### config.mk
export PLATFORM = sky130hd
export DESIGN_NAME = ram_mbist_ctrl
export DESIGN_NICKNAME = d
export VERILOG_FILES = /design/src/rtl/mbist_pkg.sv /design/src/rtl/mbist_addr_gen.sv /design/src/rtl/ram_mbist_ctrl.sv
export SDC_FILE = /design/constraint.sdc
export NUM_CORES = 1
export LEC_CHECK = 0
export CORE_MARGIN = 2
export CORE_UTILIZATION = 54
export CTS_BUF_LIST = sky130_fd_sc_hd__clkbuf_8
export DETAILED_ROUTE_END_ITERATION = 8
export PLACE_DENSITY = 0.89
export SETUP_SLACK_MARGIN = 0.15
export SYNTH_ARGS = -nofsm -noshare
export SYNTH_HDL_FRONTEND = slang
export SYNTH_SLANG_ARGS = --single-unit
### constraint.sdc
create_clock -name CoreIN_CLK -period 3.7 [get_ports CoreIN_CLK]
set_input_delay 0.555 -clock CoreIN_CLK [delete_from_list [all_inputs] [get_ports CoreIN_CLK]]
set_output_delay 0.555 -clock CoreIN_CLK [all_outputs]
set_load 0.05 [all_outputs]
### src/rtl/mbist_pkg.sv
// Shared types and constants for the March C- BIST controller: FSM states,
// march element table, and RAM pin encodings.
package mbist_pkg;

  typedef enum logic [1:0] {ST_IDLE, ST_RUN, ST_DRAIN, ST_DONE} state_e;

  typedef enum logic [2:0] {M0, M1, M2, M3, M4, M5} elem_e;

  typedef struct packed {
    logic       up;
    logic [1:0] op_cnt;
    logic       op0_rd;
    logic       op0_one;
    logic       op1_rd;
    logic       op1_one;
  } elem_cfg_t;

  // {Read, Write} pin pairs
  localparam logic [1:0] PIN_WR  = 2'b11;
  localparam logic [1:0] PIN_RD  = 2'b00;
  localparam logic [1:0] PIN_NOP = 2'b10;

  localparam int OPS_TOTAL = 640;

  // March C-: up(w0) up(r0,w1) up(r1,w0) dn(r0,w1) dn(r1,w0) up(r0)
  function automatic elem_cfg_t elem_cfg(input elem_e e);
    case (e)
      M0:      elem_cfg = '{1'b1, 2'd1, 1'b0, 1'b0, 1'b0, 1'b0};
      M1:      elem_cfg = '{1'b1, 2'd2, 1'b1, 1'b0, 1'b0, 1'b1};
      M2:      elem_cfg = '{1'b1, 2'd2, 1'b1, 1'b1, 1'b0, 1'b0};
      M3:      elem_cfg = '{1'b0, 2'd2, 1'b1, 1'b0, 1'b0, 1'b1};
      M4:      elem_cfg = '{1'b0, 2'd2, 1'b1, 1'b1, 1'b0, 1'b0};
      default: elem_cfg = '{1'b1, 2'd1, 1'b1, 1'b0, 1'b0, 1'b0};
    endcase
  endfunction

endpackage

### src/rtl/mbist_addr_gen.sv
// Up/down march address counter with load-to-0/max, step and last-address flag.
module mbist_addr_gen #(
  parameter int ADDR_W = 6
) (
  input  logic              clk,
  input  logic              rst_n,
  input  logic              load,
  input  logic              load_max,
  input  logic              step,
  input  logic              up,
  output logic [ADDR_W-1:0] addr,
  output logic              last
);

  logic [ADDR_W-1:0] addr_q, addr_d;

  always_comb begin
    addr_d = addr_q;
    if (load)      addr_d = load_max ? '1 : '0;
    else if (step) addr_d = up ? addr_q + ADDR_W'(1) : addr_q - ADDR_W'(1);
  end

  always_ff @(posedge clk) begin
    if (!rst_n) addr_q <= '0;
    else        addr_q <= addr_d;
  end

  assign addr = addr_q;
  assign last = up ? (&addr_q) : ~(|addr_q);

endmodule

### src/rtl/ram_mbist_ctrl.sv
// March C- BIST controller in front of the core RAM: owns the RAM pins while
// busy, compares read data one cycle later and records first-fail details.
module ram_mbist_ctrl
  import mbist_pkg::*;
#(
  parameter int                ADDR_W     = 6,
  parameter int                DATA_W     = 8,
  parameter logic [DATA_W-1:0] BG_PATTERN = '0,
  parameter int                FCNT_W     = 8
) (
  input  logic              CoreIN_CLK,
  input  logic              CoreIN_RESET,
  input  logic              bist_start,
  input  logic              bist_abort,
  input  logic              func_read,
  input  logic              func_write,
  input  logic [ADDR_W-1:0] func_addr,
  input  logic [DATA_W-1:0] func_din,
  output logic              ram_read,
  output logic              ram_write,
  output logic [ADDR_W-1:0] ram_addr,
  output logic [DATA_W-1:0] ram_din,
  input  logic [DATA_W-1:0] ram_dout,
  output logic              bist_busy,
  output logic              bist_done,
  output logic              bist_fail,
  output logic [ADDR_W-1:0] bist_fail_addr,
  output logic [DATA_W-1:0] bist_fail_exp,
  output logic [DATA_W-1:0] bist_fail_act,
  output logic [FCNT_W-1:0] bist_fail_cnt
);

  state_e            state_q, state_d;
  elem_e             elem_q, elem_d, elem_nxt;
  logic              op_idx_q, op_idx_d;
  logic              cap_vld_q, cap_vld_d;
  logic [ADDR_W-1:0] cap_addr_q, cap_addr_d;
  logic [DATA_W-1:0] cap_exp_q, cap_exp_d, cap_act_q, cap_act_d;
  logic              done_q, done_d, fail_q, fail_d;
  logic [ADDR_W-1:0] fail_addr_q, fail_addr_d;
  logic [DATA_W-1:0] fail_exp_q, fail_exp_d, fail_act_q, fail_act_d;
  logic [FCNT_W-1:0] fail_cnt_q, fail_cnt_d;

  elem_cfg_t         cfg, nxt_cfg;
  logic              busy, issue, cur_rd, cur_one, last_op, miscmp;
  logic [DATA_W-1:0] cur_data;
  logic              ag_load, ag_load_max, ag_step, ag_last;
  logic [ADDR_W-1:0] ag_addr;

  mbist_addr_gen #(.ADDR_W(ADDR_W)) u_addr_gen (
    .clk      (CoreIN_CLK),
    .rst_n    (CoreIN_RESET),
    .load     (ag_load),
    .load_max (ag_load_max),
    .step     (ag_step),
    .up       (cfg.up),
    .addr     (ag_addr),
    .last     (ag_last)
  );

  always_comb begin
    cfg      = elem_cfg(elem_q);
    elem_nxt = elem_e'(elem_q + 3'd1);
    nxt_cfg  = elem_cfg(elem_nxt);
    busy     = (state_q == ST_RUN) || (state_q == ST_DRAIN);
    issue    = (state_q == ST_RUN);
    cur_rd   = op_idx_q ? cfg.op1_rd  : cfg.op0_rd;
    cur_one  = op_idx_q ? cfg.op1_one : cfg.op0_one;
    cur_data = cur_one ? ~BG_PATTERN : BG_PATTERN;
    last_op  = ({1'b0, op_idx_q} == (cfg.op_cnt - 2'd1));
    miscmp   = cap_vld_q && (cap_act_q != cap_exp_q);

    {ram_read, ram_write} = {func_read, func_write};
    ram_addr              = func_addr;
    ram_din               = func_din;
    if (busy) begin
      {ram_read, ram_write} = issue ? (cur_rd ? PIN_RD : PIN_WR) : PIN_NOP;
      ram_addr              = ag_addr;
      ram_din               = cur_data;
    end
  end

  always_comb begin
    state_d     = state_q;
    elem_d      = elem_q;
    op_idx_d    = op_idx_q;
    ag_load     = 1'b0;
    ag_load_max = 1'b0;
    ag_step     = 1'b0;
    cap_vld_d   = issue && cur_rd && !bist_abort;
    cap_addr_d  = ag_addr;
    cap_exp_d   = cur_data;
    cap_act_d   = ram_dout;
    done_d      = done_q;
    fail_d      = fail_q;
    fail_addr_d = fail_addr_q;
    fail_exp_d  = fail_exp_q;
    fail_act_d  = fail_act_q;
    fail_cnt_d  = fail_cnt_q;

    // An aborted run freezes the fail record as it stood
    if (miscmp && !bist_abort) begin
      fail_d = 1'b1;
      if (!fail_q) begin
        fail_addr_d = cap_addr_q;
        fail_exp_d  = cap_exp_q;
        fail_act_d  = cap_act_q;
      end
      if (fail_cnt_q != '1) fail_cnt_d = fail_cnt_q + FCNT_W'(1);
    end

    case (state_q)
      ST_IDLE, ST_DONE: begin
        if (bist_start && !bist_abort) begin
          state_d     = ST_RUN;
          elem_d      = M0;
          op_idx_d    = 1'b0;
          ag_load     = 1'b1;
          done_d      = 1'b0;
          fail_d      = 1'b0;
          fail_addr_d = '0;
          fail_exp_d  = '0;
          fail_act_d  = '0;
          fail_cnt_d  = '0;
        end
      end
      ST_RUN: begin
        if (bist_abort) state_d = ST_IDLE;
        else if (!last_op) op_idx_d = 1'b1;
        else begin
          op_idx_d = 1'b0;
          if (!ag_last) ag_step = 1'b1;
          else if (elem_q == M5) state_d = ST_DRAIN;
          else begin
            elem_d      = elem_nxt;
            ag_load     = 1'b1;
            ag_load_max = !nxt_cfg.up;
          end
        end
      end
      ST_DRAIN: begin
        state_d = bist_abort ? ST_IDLE : ST_DONE;
        done_d  = !bist_abort;
      end
      default: state_d = ST_IDLE;
    endcase
  end

  always_ff @(posedge CoreIN_CLK) begin
    if (!CoreIN_RESET) begin
      state_q     <= ST_IDLE;
      elem_q      <= M0;
      op_idx_q    <= 1'b0;
      cap_vld_q   <= 1'b0;
      cap_addr_q  <= '0;
      cap_exp_q   <= '0;
      cap_act_q   <= '0;
      done_q      <= 1'b0;
      fail_q      <= 1'b0;
      fail_addr_q <= '0;
      fail_exp_q  <= '0;
      fail_act_q  <= '0;
      fail_cnt_q  <= '0;
    end else begin
      state_q     <= state_d;
      elem_q      <= elem_d;
      op_idx_q    <= op_idx_d;
      cap_vld_q   <= cap_vld_d;
      cap_addr_q  <= cap_addr_d;
      cap_exp_q   <= cap_exp_d;
      cap_act_q   <= cap_act_d;
      done_q      <= done_d;
      fail_q      <= fail_d;
      fail_addr_q <= fail_addr_d;
      fail_exp_q  <= fail_exp_d;
      fail_act_q  <= fail_act_d;
      fail_cnt_q  <= fail_cnt_d;
    end
  end

  assign bist_busy      = busy;
  assign bist_done      = done_q;
  assign bist_fail      = fail_q;
  assign bist_fail_addr = fail_addr_q;
  assign bist_fail_exp  = fail_exp_q;
  assign bist_fail_act  = fail_act_q;
  assign bist_fail_cnt  = fail_cnt_q;

endmodule

==> metrics.yaml <==
timing:
  slew_viol_final: 0
  finClkSkew_ps: 5.270
  worst_pin_slew_ps: 537.1
  rsz0062_at_grt: "false"
  hold_violations: 0
  holdWs_ps: 466.3
  finalCritPeriodShare_pct: 90.78
  period_needed_ps: 3359
  max_clock_freq_ghz: 0.2977
  fin_setup_tns_ps: 0
  slew_headroom_pct: 64.08
  setup_violations: 0
floorplanning:
  num_io_pins: 77
  die_width_microns: 78.36
  die_h_microns: 78.36
  die-area_sq_mm: 0.006140
  start_util_pct: 55.23
  core-area_sq_mm: 0.005405
  rows: 27
drt:
  drt-pass1-iter-count: 4
  antenna_left: 0
  routedWlPerCell_microns: 14.58
  viasPerCell: 5.465
  drc: 0
  dr_total_vias: 2678
  drt_iter0_markers: 134
  wirelength_microns: 7142
clock_tree:
  cts_max_level: 3
  cts_tree: "done"
  cts_hold_buf: 0
  numCtsBuffers: 9
  clk_pin_slew_ps: 70
  clk_latency_ps: 340
  cts_buffer_depth: 2
  cts_num_sinks: 60
  postCtsSetupRepairBufs: 0
  cts-root-buf: "clkbuf_8"
yosys:
  yosysTopAreaCell: "dfxtp_1"
  synth_edf_count: 0
  syn_area_per_cell_sq_um: 8.912
  netlist.area_leader.share_pct: 40.23
  ys_warn_count: 0
  ys_ff_latch: 60
  synth_cells: 335
  async_flop_share_pct: 0
  synth_common_cells: "dfxtp_1, nor2_1, nand2_1"
  netlist_area_sq_mm: 0.002985
  synth_area_leaders: "dfxtp_1, ha_1, mux2i_1"
  yosysMostFrequentCell: "dfxtp_1"
  ys_types: 59
  syn-num-nets: 377
  yosysSeqAreaShare_pct: 40.23
  synth-main-ff-cell: "dfxtp_1"
grt:
  gr-total-overflow: 0
  grt_usage_pct: 24.14
  grt_pass1_vias: 2546
  grt_pass1_wl_microns: 11730
  grt_max_degree: 28
  grt_antenna_before_repair: 0
cells_and_area:
  area_growth_pct: 35.83
  drive_above_1_share_pct: 8.852
  fillCellCount: 374
  fin_cells: 490
  diodes: 0
  nets: 455
  fin_util_pct: 75.02
critical_path:
  critical_path.max_fanout: 8
  path_class: "flip-flop to output pin"
  cp_data_arrival_time_ps: 2800
  crit_start: "elem_q[0]$_SDFFE_PN0P_"
  startpoint_type: "flip-flop"
  crit_required_ps: 3140
  reg2reg_from: "elem_q[0]$_SDFFE_PN0P_"
  endpoint_kind: "output pin"
pwr:
  powerDensity_mw_per_mm2: 398.1
  p_leak_nw: 1.631
  ir_drop_v: 0.0002299
placed_design:
  hpwl_microns: 5135
  gp_congestion: 0.8239
  portBuffers: 76
  dp.cells: 474
worst_hold_path:
  hp-class: "flip-flop to flip-flop"
  min_from: "bist_fail_exp[1]$_SDFF_PN0_"
flow_run:
  maxCapViolCount: 0
outcome:
  status: "completed"
final timing paths:
path	slack, ps	cells past startpoint	endpoint
setup reg to reg	870	11	u_addr_gen.addr[5]$_SDFFE_PN0P_
hold / removal	470	1	bist_fail_exp[1]$_SDFF_PN0_
setup / recovery	340	8	ram_din[7]
hold reg to reg	470	1	bist_fail_exp[1]$_SDFF_PN0_
cell families (layout without fill, tap and decap cells):
group           after synthesis  count (layout)  synth area share [%]
flops                        60              60                 40.23
mux                          24              24                 8.466
buf+inv                      37             120                 4.946
xor+xnor                      9               9                 2.640
fa+ha+maj                    14              14                 6.119
simple gates                116             116                 19.70
compound gates               75              75                 17.90
per-layer routing:
metal  up-vias  track usage, %  routed length, microns
met1      1241           28.75                    2968
met3        17           4.943                     309
met2        84           41.29                    3701
met5         -               0                       0
met4         0           12.11                     163
li1       1336               -                       -
power by group:
part / internal, W / switching (W) / leakage (nW)
logic: 0.000109 / 0.000171 / 1.03
registers: 0.000663 / 0.0000180 / 0.487
clock network: 0.000383 / 0.000271 / 0.114
layout make-up:
| cell class | count | area [sq um] | share of cell area, % |
|---|---|---|---|
| clock buffer | 9 | 123.9 | 3.055 |
| clock inverter | 7 | 100.1 | 2.468 |
| inverter | 24 | 90.09 | 2.222 |
| multi-input combinational | 238 | 1642 | 40.48 |
| sequential | 60 | 1201 | 29.62 |
| tap | 72 | 90.09 | 2.222 |
| timing repair buffer | 80 | 808.3 | 19.93 |
state kept, by name (all words and copies together) (netlist names):
name             count
u_addr_gen.addr      6
bist_done            1
op_idx_q             1
bist_fail            1
bist_fail_cnt        8
cap_act_q            8
cap_vld_q            1
bist_fail_exp        8
bist_fail_act        8
elem_q               3
state_q              2
bist_fail_addr       6
cap_exp_q            1
cap_addr_q           6
stage by stage:
| step | area [sq um] | worst slack (ps) | power [W] |
|---|---|---|---|
| after detailed placement | 3811 | 635.3 | 0.0009713 |
| after floorplan | 2985 | 1097 | 0.0008714 |
| after global placement | 3811 | 779.7 | 0.0009655 |
| final | 4055 | 341.2 | 0.001614 |
| after global routing | 4055 | 148.3 | 0.001670 |
| after CTS | 4035 | 264.5 | 0.001619 |
worst max-delay path, cell delays in order, from the launching register on:
cell,delay [ps]
dfxtp_1,370
inv_1,120
ha_1,270
nand2_1,160
a21boi_1,180
o22ai_1,260
nor2_2,130
a21oi_1,150
clkdlybuf4s50_1,810
placed cells by master, fill, tap and decap left out, drive strengths merged, types with 8 or more instances in the layout:
cell type       n
a21oi          20
a31oi           8
and2           13
clkbuf          9
clkdlybuf4s50  69
dfxtp          60
ha             13
inv            25
mux2i          17
nand2          24
nand3          12
nor2           32
o21a            9
o21ai          11
what timing repair did:
item | CTS | global route
gates resized for setup | 0 | 8
hold endpoints to repair | 0 | 0
setup endpoints to repair | 0 | 8
Power figures use the tool's default switching activity.
==> RTL change 1, RTL diff (same settings) <==
The 4 states of `state_e` get a one-hot encoding in 4 bits.
--- a/src/rtl/mbist_pkg.sv
+++ b/src/rtl/mbist_pkg.sv
@@ -2,7 +2,7 @@
 // march element table, and RAM pin encodings.
 package mbist_pkg;
 
-  typedef enum logic [1:0] {ST_IDLE, ST_RUN, ST_DRAIN, ST_DONE} state_e;
+  typedef enum logic [3:0] {ST_IDLE = 4'b0001, ST_RUN = 4'b0010, ST_DRAIN = 4'b0100, ST_DONE = 4'b1000} state_e;
 
   typedef enum logic [2:0] {M0, M1, M2, M3, M4, M5} elem_e;
 
Check against the original RTL: no difference found for any inputs over 10 cycles, from zero or initial values and one cycle with CoreIN_RESET low; not proved beyond that.
==> RTL change 1 against the original RTL <==
  * Core utilization is 1.6 points higher
  * Sequential cell count is 2 higher
  * Critical path depth is 4 lower
  * Worst setup slack worse by 0.029 ns
  * Register-to-register slack worse by 0.14 ns
  * Wire length is 8.3% lower
  * Die area is 1.6% lower
  * Global-route usage is 1.3 points lower
  * Area after synthesis is 1.7% lower
  * Cell count is 5.1% lower
  * Design area is 2.3% lower
  * Via count is 4.3% lower
Power is not compared: it rests on default switching activity, and its combinational part moved more than twofold at a synthesized area within 25%.
==> RTL change 1: results (changes against the original RTL) <==
- Time the final worst path needs with I/O delays and setup: 3.388 ns (+0.02937 ns)
- Worst Hold Launch: bist_fail_exp[3]$_SDFF_PN0_
- Placed Area: 3770 µm² (-1.1%)
- Proportion of synthesized chip area in sequential cells: 42.28% (+2.1 points)
- Post-synth cell types: 49 (-17%)
- DRC marker count from the first detailed-route iteration: 115 (-14%)
- Wire length of the first global-routing pass: 10,900 µm (-7.1%)
- Placed cells: 450 (-5.1%)
- Pre-CTS setup slack: 0.4859 ns (-0.1494 ns)
- Largest net degree at the start of global routing: 24 (-14%)
- Met1 demand-to-capacity share in global routing: 28.33% (-0.42 points)
- Fraction of the mapped netlist area in compound gates: 15.17% (-2.7 points)
- Synthesized Nets: 352 (-6.6%)
- Hpwl dp: 4716 µm (-8.2%)
- CTS resizes: 1 (+1)
- First element of the critical path: state_q[0]$_SDFFE_PN1P_
- Result of the run: finished, final reports clean
- Met3 Resource Use GR: 6.163% (+1.2 points)
- Total routed wire length on the met1 layer: 2776 µm (-6.5%)
- Slew headroom: 50.66% (-13 points)
- Top Family by Delay on Critical Path: simple AND/OR/NAND/NOR gates
- Endpoint of the most critical setup path: ram_addr[1]
- Critical-path top delay cell: sky130_fd_sc_hd__or4b_2
- Skew final: 0.009592 ns (+0.004322 ns)
- Data arrival time of the worst path: 2.83 ns (+0.03 ns)
- Post-Synth XOR/XNOR Area: 3.581% (+0.94 points)
- Multiplexer share of the synthesized area: 9.207% (+0.74 points)
- Commonest cells in the netlist: sky130_fd_sc_hd__dfxtp_1, sky130_fd_sc_hd__nor2_1, sky130_fd_sc_hd__mux2i_1, sky130_fd_sc_hd__o21a_1, sky130_fd_sc_hd__nand2_1
- Total wirelength of the detailed-routed design: 6546 µm (-8.3%)
- Cell types occupying the most area after synthesis: sky130_fd_sc_hd__dfxtp_1, sky130_fd_sc_hd__mux2i_1, sky130_fd_sc_hd__nor2_1
==> RTL change 1: layout make-up <==
type                       instances  area [µm²]
sequential                        62        1241
clock buffer                      10       137.6
multi-input combinational        224        1593
fill                             343        1211
timing repair buffer              82       805.8
tap                               70       87.58
clock inverter                     5       51.30
inverter                          12       45.04
==> RTL change 1: kinds of logic (layout without fill, tap and decap cells) <==
kind of cell               count (synthesis)  count (layout)
AOI/OAI and AO/OA                         59              59
xor gates and xnor gates                  12              12
adders and majority gates                 12              12
buffers and inverters                     26             109
DFF                                       62              62
muxes                                     25              25
and+or+nand+nor                          116             116
==> RTL change 1: power groups by stage <==
stage / Clock (mW) / Combinational [mW] / Sequential (mW)
final: 0.571 / 0.624 / 0.748
after global routing: 0.618 / 0.658 / 0.751
after CTS: 0.584 / 0.622 / 0.746
after detailed placement: 0 / 0.616 / 0.760
after global placement: 0 / 0.606 / 0.755
after floorplan: 0 / 0.439 / 0.749
==> RTL change 2, RTL diff (config.mk and constraints unchanged) <==
Made on the original files. `DATA_W`: 8 -> 9.
--- a/src/rtl/ram_mbist_ctrl.sv
+++ b/src/rtl/ram_mbist_ctrl.sv
@@ -4,7 +4,7 @@
   import mbist_pkg::*;
 #(
   parameter int                ADDR_W     = 6,
-  parameter int                DATA_W     = 8,
+  parameter int                DATA_W     = 9,
   parameter logic [DATA_W-1:0] BG_PATTERN = '0,
   parameter int                FCNT_W     = 8
 ) (
Ports: changed (5 resized); port bits go from 77 to 82. The function was not compared with the original's and may differ.
==> RTL change 2 against the original RTL <==
  * Total power grew 20%
  * Wire length is 1.9% higher
  * Synthesized cell count unchanged
  * Area after synthesis rose by 3.3%
  * Non-clock buffer count grew 5
  * Count of clock-buffer cells in the layout is 1 higher
  * Worst setup slack gained 0.054 ns
  * Clock power grew 11%
  * Critical path depth down 1
  * Sequential cell count increased by 3
  * Design area rose by 3.6%
  * Critical endpoint is now ram_din[1]
  * Largest cell class unchanged
==> RTL change 2: results (changes against the original RTL) <==
- Overall global routing resource usage: 24.14% (about the same)
- Largest net degree at the start of global routing: 35 (+25%)
- Maximum vdd drop: 278.8 µV (+21%)
- Latest clock arrival within the worst-skew pair: 0.34 ns (about the same)
- Clock-pin slew reported for the worst setup and hold paths after clock tree synthesis: 0.07 ns (about the same)
- CTS Buf Count: 9 (unchanged)
- Data arrival time of the worst path: 2.75 ns (-0.05 ns)
- Remaining antenna violation count: 0 (unchanged)
- Post-CTS Setup Inserts: 0 (unchanged)
- Top flip-flop cell by instance count after synthesis: sky130_fd_sc_hd__dfxtp_1
- Critical-path top delay cell: sky130_fd_sc_hd__clkdlybuf4s50_1
- Leakage dissipation: 1.640 nW (+0.55%)
- Hpwl dp: 5073 µm (-1.2%)
- Number of warnings reported in the yosys synthesis log: 0 (unchanged)
- Wire length per cell after detailed routing: 14.77 µm (+1.3%)
- Cell types occupying the most area after synthesis: sky130_fd_sc_hd__dfxtp_1, sky130_fd_sc_hd__mux2i_1, sky130_fd_sc_hd__ha_1
- Slew headroom: 49.62% (-14 points)
- Synthesized Nets: 379 (+0.53%)
- H-Tree Depth: 3 (unchanged)
- Pre-CTS setup slack: 0.5551 ns (-0.08018 ns)
- Placed Area: 3953 µm² (+3.7%)
- Skew final: 0.007036 ns (+0.001766 ns)
- Biggest fanout along the worst timing path: 9 (+1)
- Maximum number of buffers from clock root to sink: 2 (unchanged)
- Wire length of the first global-routing pass: 11,850 µm (+1.1%)
- DR vias/cell: 5.432 (-0.61%)
- Met3 Resource Use GR: 5.882% (+0.94 points)
- DRC marker count from the first detailed-route iteration: 86 (-36%)
- Placed cells: 477 (+0.63%)
- CTS resizes: 0 (unchanged)
- Total of fill cells in the finished design: 386 (+3.2%)
- Syn Area/Cell: 9.203 µm² (+3.3%)
- Count of vias placed by the detailed router: 2,678 (unchanged)
- Final antenna diode count: 0 (unchanged)
- Antenna violations before repair: 0 (unchanged)
- Number of buffer cells added on primary ports: 81 (+6.6%)
- Post-layout nets: 460 (+1.1%)
- Result of the run: finished, final reports clean
- GP Congestion: 0.9132 (+11%)
- Proportion of synthesized chip area in sequential cells: 40.91% (+0.67 points)
- Critical path's largest stage delay: 0.73 ns (-0.08 ns)
- Top Family by Delay on Critical Path: buffers and inverters
- Commonest cells in the netlist: sky130_fd_sc_hd__dfxtp_1, sky130_fd_sc_hd__nor2_1, sky130_fd_sc_hd__nand2_1
- Post-synth cell types: 64 (+8.5%)
- Number of global-route vias before repair: 2,542 (-0.16%)
- Fraction of layout cells with a size suffix above 1: 9.739% (+0.89 points)
- Fraction of synthesis flops using an asynchronous set or reset pin: 0% (unchanged)
- Met1 demand-to-capacity share in global routing: 28.77% (about the same)
- Met2 global-route usage: 41.43% (+0.14 points)
-- RTL change 2: logic make-up (layout without fill, tap and decap cells) --
| kind of cell | after synthesis | count (layout) | synth area share, % |
|---|---|---|---|
| XOR/XNOR | 10 | 10 | 2.841 |
| AND/OR/NAND/NOR | 109 | 109 | 18.26 |
| AO/OA/AOI/OAI | 79 | 79 | 19.16 |
| adder cells (fa/ha/maj) | 14 | 14 | 5.925 |
| buffers and inverters | 37 | 123 | 4.870 |
| flip-flops | 63 | 63 | 40.91 |
| multiplexers | 23 | 23 | 8.035 |
-- RTL change 2: per-layer routing --
layer	wire, µm	part of all wire, %
met4	78	1.1
met5	0	0
met1	3152	43
met2	3685	51
met3	364	5.0
-- RTL change 2: path summary, 6_finish.rpt --
| kind | startpoint | to | slack [ns] | depth (start not counted) |
|---|---|---|---|---|
| max | elem_q[0]$_SDFFE_PN0P_ | ram_din[1] | 0.39 | 7 |
| min | bist_fail_exp[0]$_SDFF_PN0_ | bist_fail_exp[0]$_SDFF_PN0_ | 0.47 | 1 |
| max reg2reg | elem_q[0]$_SDFFE_PN0P_ | u_addr_gen.addr[5]$_SDFFE_PN0P_ | 0.87 | 12 |
| min reg2reg | bist_fail_exp[0]$_SDFF_PN0_ | bist_fail_exp[0]$_SDFF_PN0_ | 0.47 | 1 |
-- RTL change 2: power by group --
group	total [mW]	switching [mW]	internal, mW
sequential	0.735	0.0296	0.706
clock	0.725	0.262	0.463
combinational	0.483	0.303	0.180
total	1.94	0.594	1.35
-- RTL change 2: layout make-up --
class                   count  area, µm²  area share [%]
clock buffers              10      137.6           3.275
flip-flops and latches     63       1261           30.01
clock inverters             6      107.6           2.560
inverters                  22      82.58           1.965
multi-input cells         235       1678           39.92
repair buffers             85      845.8           20.13
well taps                  72      90.09           2.143
